==> src/rtl/io_port.sv <==
// Core IO port: a TX FIFO fed by IO writes and drained by an external sink,
// and an RX FIFO filled by an external source and drained by IO reads.
module io_port #(
  parameter int unsigned DEPTH = 4
) (
  input  logic                     clk,
  input  logic                     rst_n,
  input  logic                     ioW,
  input  logic                     ioR,
  input  logic [15:0]              wdata,
  output logic [15:0]              rdata,
  output logic                     stall,
  output logic [15:0]              out_data,
  output logic                     out_valid,
  input  logic                     out_ready,
  input  logic [15:0]              in_data,
  input  logic                     in_valid,
  output logic                     in_ready,
  output logic [$clog2(DEPTH):0]   tx_count,
  output logic [$clog2(DEPTH):0]   rx_count
);

  localparam int unsigned AW = $clog2(DEPTH);
  localparam int unsigned PW = AW + 1;
  localparam int unsigned DW = 16;

  logic [DW-1:0] tx_mem [DEPTH];
  logic [DW-1:0] rx_mem [DEPTH];

  logic [PW-1:0] tx_wr, tx_rd;
  logic [PW-1:0] rx_wr, rx_rd;

  logic tx_full, tx_empty, rx_full, rx_empty;
  logic tx_push, tx_pop, rx_push, rx_pop;

  // Occupancy flags from the extra pointer MSB
  always_comb begin
    tx_empty = (tx_wr == tx_rd);
    tx_full  = (tx_wr[AW-1:0] == tx_rd[AW-1:0]) && (tx_wr[AW] != tx_rd[AW]);
    rx_empty = (rx_wr == rx_rd);
    rx_full  = (rx_wr[AW-1:0] == rx_rd[AW-1:0]) && (rx_wr[AW] != rx_rd[AW]);
  end

  // A stall blocks both core-side operations, using pre-edge flags only
  always_comb begin
    stall   = (ioW & tx_full) | (ioR & rx_empty);
    tx_push = ioW & ~stall;
    rx_pop  = ioR & ~stall;
    tx_pop  = ~tx_empty & out_ready;
    rx_push = in_valid & ~rx_full;
  end

  always_comb begin
    out_valid = ~tx_empty;
    out_data  = tx_mem[tx_rd[AW-1:0]];
    in_ready  = ~rx_full;
    rdata     = rx_empty ? DW'(0) : rx_mem[rx_rd[AW-1:0]];
    tx_count  = tx_wr - tx_rd;
    rx_count  = rx_wr - rx_rd;
  end

  // Pointer state; storage below is deliberately left without reset
  always_ff @(posedge clk or negedge rst_n) begin
    if (!rst_n) begin
      tx_wr <= '0;
      tx_rd <= '0;
      rx_wr <= '0;
      rx_rd <= '0;
    end else begin
      if (tx_push) tx_wr <= tx_wr + PW'(1);
      if (tx_pop)  tx_rd <= tx_rd + PW'(1);
      if (rx_push) rx_wr <= rx_wr + PW'(1);
      if (rx_pop)  rx_rd <= rx_rd + PW'(1);
    end
  end

  always_ff @(posedge clk) begin
    if (tx_push) tx_mem[tx_wr[AW-1:0]] <= wdata;
    if (rx_push) rx_mem[rx_wr[AW-1:0]] <= in_data;
  end

endmodule

==> config.mk <==
export PLATFORM = sky130hd
export DESIGN_NAME = io_port
export DESIGN_NICKNAME = d
export VERILOG_FILES = /design/src/rtl/io_port.sv
export SDC_FILE = /design/constraint.sdc
export NUM_CORES = 1
export LEC_CHECK = 0
export BUFFER_PORTS_ARGS = -buffer_cell sky130_fd_sc_hd__buf_2
export CAP_MARGIN = 30
export CORE_ASPECT_RATIO = 0.7
export CORE_MARGIN = 5
export CORE_UTILIZATION = 55
export CTS_CLUSTER_SIZE = 24
export DETAILED_ROUTE_END_ITERATION = 12
export HOLD_SLACK_MARGIN = 0.12
export PLACE_DENSITY = 0.88
export SYNTH_ARGS = -nofsm -noshare
export SYNTH_HDL_FRONTEND = slang
export SYNTH_SLANG_ARGS = --single-unit
==> constraint.sdc <==
create_clock -name clk -period 7 [get_ports clk]
set_clock_uncertainty 0.15 [all_clocks]
set_input_delay 1.05 -clock clk [delete_from_list [all_inputs] [get_ports clk]]
set_output_delay 1.05 -clock clk [all_outputs]
set_load 0.03 [all_outputs]
==> results of run 1 <==
==> critical path, cell delays in order, from the launching register on <==
cell	delay [ns]
dfrtp_1	0.99
inv_1	0.10
ha_1	0.34
nand2_1	0.10
nor2_4	0.34
and2b_1	0.23
buf_2	0.17
==> cell type report <==
| class | count | area (sq um) |
|---|---|---|
| Sequential cell | 140 | 4140 |
| Fill cell | 647 | 3350 |
| Multi-Input combinational cell | 122 | 1490 |
| Clock buffer | 17 | 425 |
| Timing Repair Buffer | 81 | 420 |
| Clock inverter | 12 | 198 |
| Tap cell | 132 | 165 |
| Inverter | 12 | 45.0 |
==> sequential cells by signal, indices dropped and copies added, names as in the netlist <==
register,cells
rx_mem,64
tx_wr,3
rx_wr,3
tx_mem,64
tx_rd,3
rx_rd,3
==> kinds of logic (layout without fill, tap and decap cells) <==
logic type / after synthesis / count (layout) / share of synthesized area
flip-flops: 140 / 140 / 0.725
multiplexers: 40 / 40 / 0.142
AND/OR/NAND/NOR: 40 / 40 / 0.0416
buffers and inverters: 22 / 122 / 0.0153
adder cells (fa/ha/maj): 16 / 16 / 0.0376
AO/OA/AOI/OAI: 16 / 16 / 0.0201
XOR/XNOR: 10 / 10 / 0.0186
==> worst max-delay path by stage <==
stage	end	slack [ns]	depth (start not counted)
floorplan	stall	3.81	6
global placement	rdata[8]	3.63	6
detailed placement	rdata[5]	3.55	6
CTS	rdata[5]	3.09	6
global route	rdata[13]	2.91	6
finish	rdata[5]	3.11	6
==> cells in the final DEF (no fill, tap or decap), types with 7 or more instances in the layout <==
cell	instances
ha_1	14
inv_1	12
clkbuf_16	17
buf_2	78
dfrtp_1	12
mux4_2	32
xnor2_1	7
nor2b_1	13
edfxtp_1	128
nand2_1	7
==> per-layer routing <==
| layer | part of all wire | vias up | GRT usage | wire (um) |
|---|---|---|---|---|
| li1 | - | 1303 | - | - |
| met1 | 0.42 | 1460 | 0.212 | 4300 |
| met2 | 0.54 | 59 | 0.305 | 5510 |
| met3 | 0.037 | 7 | 0.0469 | 382 |
| met4 | 0.0087 | 0 | 0.0599 | 90 |
| met5 | 0 | - | 0 | 0 |
==> through the flow <==
step | std cells | util | area [sq um] | hold WS (ns)
global placement | 486 | 0.610 | 6250 | 0.372
finish | 516 | 0.673 | 6890 | 0.379
floorplan | 284 | - | 5720 | 0.348
CTS | 516 | 0.673 | 6890 | 0.377
global route | 516 | 0.673 | 6890 | 0.387
detailed placement | 487 | 0.612 | 6270 | 0.399
==> results.py, run 1 <==
metrics = {
    "outcome": {
        "outcome": "finished, final reports clean",
    },
    "timing": {
        "finalCritPeriodShare": 0.556,
        "fmax_mhz": 257,
        "setup_viol": 0,
        "hold_viol_final": 0,
        "slew_headroom": 0.336,
        "final_max_slew_viol_count": 0,
        "fin_ws_ns": 3.11,
        "rsz0062_at_grt": "no",
        "tightest_slew_ns": 0.996,
        "period_needed_ns": 3.89,
        "setup_tns_ns": 0,
    },
    "synth": {
        "synth_cells": 284,
        "syn-num-nets": 338,
        "synth.area.top_cells": "edfxtp_1, mux4_2, dfrtp_1, ha_1, nor2b_1",
        "ys_warn_count": 0,
        "netlist.area_leader.share": 0.672,
        "synth_edf_count": 128,
        "synth_common_cells": "edfxtp_1, mux4_2, ha_1",
        "syn_area_sq_um": 5720,
        "ys_ff_latch": 140,
        "ys_types": 32,
        "ys.flop_type": "edfxtp_1",
        "yosysSeqAreaShare": 0.725,
        "synth-async-reset-ratio": 0.0857,
        "synth_top_cell_by_area": "edfxtp_1",
        "yosysMostFrequentCell": "edfxtp_1",
        "syn_avg_cell_area_sq_um": 20.1,
    },
    "worst_setup_path": {
        "rrSetupSlack_ns": 3.72,
        "r2r-end": "rx_mem[0][15]$_DFFE_PP_",
        "r2r-start": "rx_rd[1]$_DFFE_PN0P_",
        "crit_start": "rx_rd[1]$_DFFE_PN0P_",
        "start_kind": "register",
        "crit_arrival_ns": 2.69,
        "required_ns": 5.80,
        "endpoint_kind": "output pin",
        "critPathMaxFanout": 22,
        "path_class": "reg -> out",
        "worstRegToRegCells": 5,
    },
    "global_route": {
        "grt-ovfl-total": 0,
        "grt_antenna_before_repair": 0,
        "grt_start_max_net_pins": 23,
        "grt_pass1_vias": 3164,
        "grt_pass1_wl_mm": 16.4,
        "grt.total_usage": 0.174,
    },
    "place": {
        "hpwl_mm": 6.68,
        "place_ws_ns": 3.55,
        "finalWeightedCongestion": 0.726,
        "portBuffers": 78,
    },
    "clocking": {
        "cts_root_buf": "clkbuf_16",
        "cts_max_level": 4,
        "cts_made_buffers": 17,
        "cts_tree": "done",
        "cts-resized-gates": 0,
        "cts.sinks": 140,
        "cts_buffer_depth": 2,
        "post_cts_buffers": 0,
        "clk_pin_slew_ns": 0.05,
        "worstSkewPairLatency_ns": 0.40,
        "cts_hold_buf": 0,
    },
    "floorplan": {
        "core_sq_um": 10200,
        "rows": 31,
        "die_y_um": 95.3,
        "die_area_sq_um": 12600,
        "ios": 79,
        "start_util": 0.559,
        "die_w_um": 132,
    },
    "job": {
        "max_cap_violations": 0,
    },
    "drt": {
        "ant_nets": 0,
        "drt-pass1-iter-count": 4,
        "wirelength_mm": 10.3,
        "drc": 0,
        "vias": 2829,
        "drt-wirelength-per-cell_um": 19.9,
        "drtIter0Drc": 159,
        "vias_per_cell": 5.48,
    },
    "worst_hold_path": {
        "min_path_type": "in -> async",
    },
    "finish": {
        "antenna_cells": 0,
        "final_layout_size_suffix_gt1_frac": 0.391,
        "nets": 428,
        "syn2layout_area_growth_pct": 20.5,
    },
}
Power of run 1 is not shown: default switching activity piles up to over one toggle a cycle in this logic, so the estimate is an artifact.
==> inputs of run 2 (changes only) <==
--- a/config.mk
+++ b/config.mk
@@ -9,11 +9,11 @@
 export CAP_MARGIN = 30
 export CORE_ASPECT_RATIO = 0.7
 export CORE_MARGIN = 5
-export CORE_UTILIZATION = 55
+export CORE_UTILIZATION = 51
 export CTS_CLUSTER_SIZE = 24
 export DETAILED_ROUTE_END_ITERATION = 12
 export HOLD_SLACK_MARGIN = 0.12
-export PLACE_DENSITY = 0.88
+export PLACE_DENSITY = 0.86
 export SYNTH_ARGS = -nofsm -noshare
 export SYNTH_HDL_FRONTEND = slang
 export SYNTH_SLANG_ARGS = --single-unit
==> constraint.sdc (replaced) <==
create_clock -name clk -period 3.3 [get_ports clk]
set_clock_uncertainty 0.15 [all_clocks]
set_input_delay 0.495 -clock clk [delete_from_list [all_inputs] [get_ports clk]]
set_output_delay 0.495 -clock clk [all_outputs]
set_load 0.03 [all_outputs]
==> run 2 against run 1 <==
Worst hold slack worse by 0.22 ns. Non-clock buffer count up 10. Sequential cell count unchanged. Sequential share of layout area down 0.22 points. Design area up 0.36%. Critical path depth down 2. Register-to-register slack worse by 2.9 ns. Count of clock-buffer cells in the layout up 8. Global-route usage down 0.26 points. Critical path type unchanged. Largest cell class unchanged. Highest routed layer unchanged.
==> results.py, run 2 (synthesis gave the netlist of run 1 again) <==
metrics = {
    "outcome": {
        "outcome": "finished, final reports clean",
    },
    "drt": {
        "drc": 0,
        "ant_nets": 0,
        "drt-pass1-iter-count": 4,
        "vias": 2865,
        "wirelength_mm": 10.6,
        "drtIter0Drc": 157,
        "drt-wirelength-per-cell_um": 19.2,
        "vias_per_cell": 5.21,
    },
    "worst_setup_path": {
        "critPathTopFamily": "flip-flops",
        "max_stage_delay_ns": 0.63,
        "path_class": "reg -> out",
        "crit_arrival_ns": 2.28,
        "start_kind": "register",
        "path_buf_inv": 2,
        "r2r-end": "rx_mem[2][12]$_DFFE_PP_",
        "rrSetupSlack_ns": 0.79,
        "required_ns": 2.65,
        "critPathMaxFanout": 12,
        "worstRegToRegCells": 5,
        "worstPathCellList": "buf_4 > mux4_2 > nor2b_1 > buf_2",
        "r2r-start": "rx_rd[0]$_DFFE_PN0P_",
        "cpMaxStageDelayCell": "dfrtp_1",
        "endpoint_kind": "output pin",
    },
    "clocking": {
        "post_cts_buffers": 0,
        "worstSkewPairLatency_ns": 0.40,
        "cts_tree": "done",
        "cts_made_buffers": 17,
        "cts-resized-gates": 0,
        "cts_root_buf": "clkbuf_16",
        "clk_pin_slew_ns": 0.05,
        "cts_max_level": 4,
        "cts_buffer_depth": 2,
        "cts.sinks": 140,
    },
    "global_route": {
        "grt_start_max_net_pins": 22,
        "grt-ovfl-total": 0,
        "grt_pass1_wl_mm": 17.1,
        "grt_pass1_vias": 3167,
        "grt_antenna_before_repair": 0,
        "grt.total_usage": 0.171,
    },
    "finish": {
        "fill_cells": 771,
        "design_area_sq_um": 6910,
        "syn2layout_area_growth_pct": 20.9,
        "seq_area_sq_um": 4140,
        "nets": 438,
        "antenna_cells": 0,
        "layout_common_cells": "edfxtp_1, buf_2, mux4_2",
        "fin_cells": 550,
        "multi_input_area_sq_um": 1490,
        "final_common_cell": "edfxtp_1",
        "final_layout_size_suffix_gt1_frac": 0.395,
    },
    "worst_hold_path": {
        "min_from": "in_data[12]",
        "holdPathStages": 1,
        "holdPathEnd": "rx_mem[1][12]$_DFFE_PP_",
        "min_path_type": "in -> reg",
    },
    "place": {
        "dp_cells": 517,
        "place_area_sq_um": 6350,
        "finalWeightedCongestion": 0.779,
        "portBuffers": 78,
        "hpwl_mm": 7.09,
    },
    "timing": {
        "fin_hold_ws_ns": 0.158,
        "tightest_slew_ns": 0.618,
        "final_max_slew_viol_count": 0,
        "hold_viol_final": 0,
        "period_needed_ns": 2.93,
        "setup_tns_ns": 0,
        "fmax_mhz": 341,
        "setup_viol": 0,
        "rsz0062_at_grt": "no",
        "slew_headroom": 0.585,
        "finalCritPeriodShare": 0.888,
    },
    "floorplan": {
        "core_sq_um": 11000,
        "rows": 32,
        "die_w_um": 137,
        "ios": 79,
        "die_area_sq_um": 13500,
        "die_y_um": 98.6,
        "start_util": 0.519,
    },
    "job": {
        "max_cap_violations": 0,
    },
}
## run 2: cell count changes in the layout (fill, tap and decap cells not counted), moves of 2 or more
| cell | before | now |
|---|---|---|
| buf_4 | 2 | 12 |
| bufinv_16 | 5 | 1 |
| clkbuf_1 | 0 | 5 |
| clkbuf_8 | 0 | 3 |
| clkinv_4 | 2 | 0 |
| clkinvlp_4 | 1 | 3 |
## run 2: layout make-up
cell class                 count  area share
clock buffer                  25      0.0702
multi-input combinational    122       0.216
sequential                   140       0.599
timing repair buffer          91      0.0709
tap                          153      0.0277
inverter                      12     0.00651
clock inverter                 7     0.00959
## run 2: through the flow
stage,setup slack (ns),util
floorplan,0.485,-
global placement,0.825,0.577
detailed placement,0.787,0.577
CTS,0.330,0.628
global route,0.196,0.628
finish,0.370,0.628
## run 2: how the worst max path moves through the flow
stage	startpoint	endpoint	slack [ns]	cells after the start
floorplan	rx_rd[1]$_DFFE_PN0P_	rx_mem[3][0]$_DFFE_PP_	0.49	6
global placement	rx_rd[0]$_DFFE_PN0P_	rdata[12]	0.83	4
detailed placement	rx_rd[0]$_DFFE_PN0P_	rdata[6]	0.79	4
CTS	rx_rd[0]$_DFFE_PN0P_	rdata[12]	0.33	4
global route	rx_rd[0]$_DFFE_PN0P_	rdata[12]	0.20	4
finish	rx_rd[0]$_DFFE_PN0P_	rdata[12]	0.37	4
## run 2: repair_timing
item	4_1_cts	5_1_grt
endpoints found under the setup margin	0	0
hold buffers	1	0
endpoints found under the hold margin	12	0
## run 2: routing by layer
layer  track usage  wire (um)
met1         0.227       4570
met2         0.274       5420
met3        0.0526        463
met4        0.0558        114
met5             0          0
Power of run 2 is left out for the same reason.
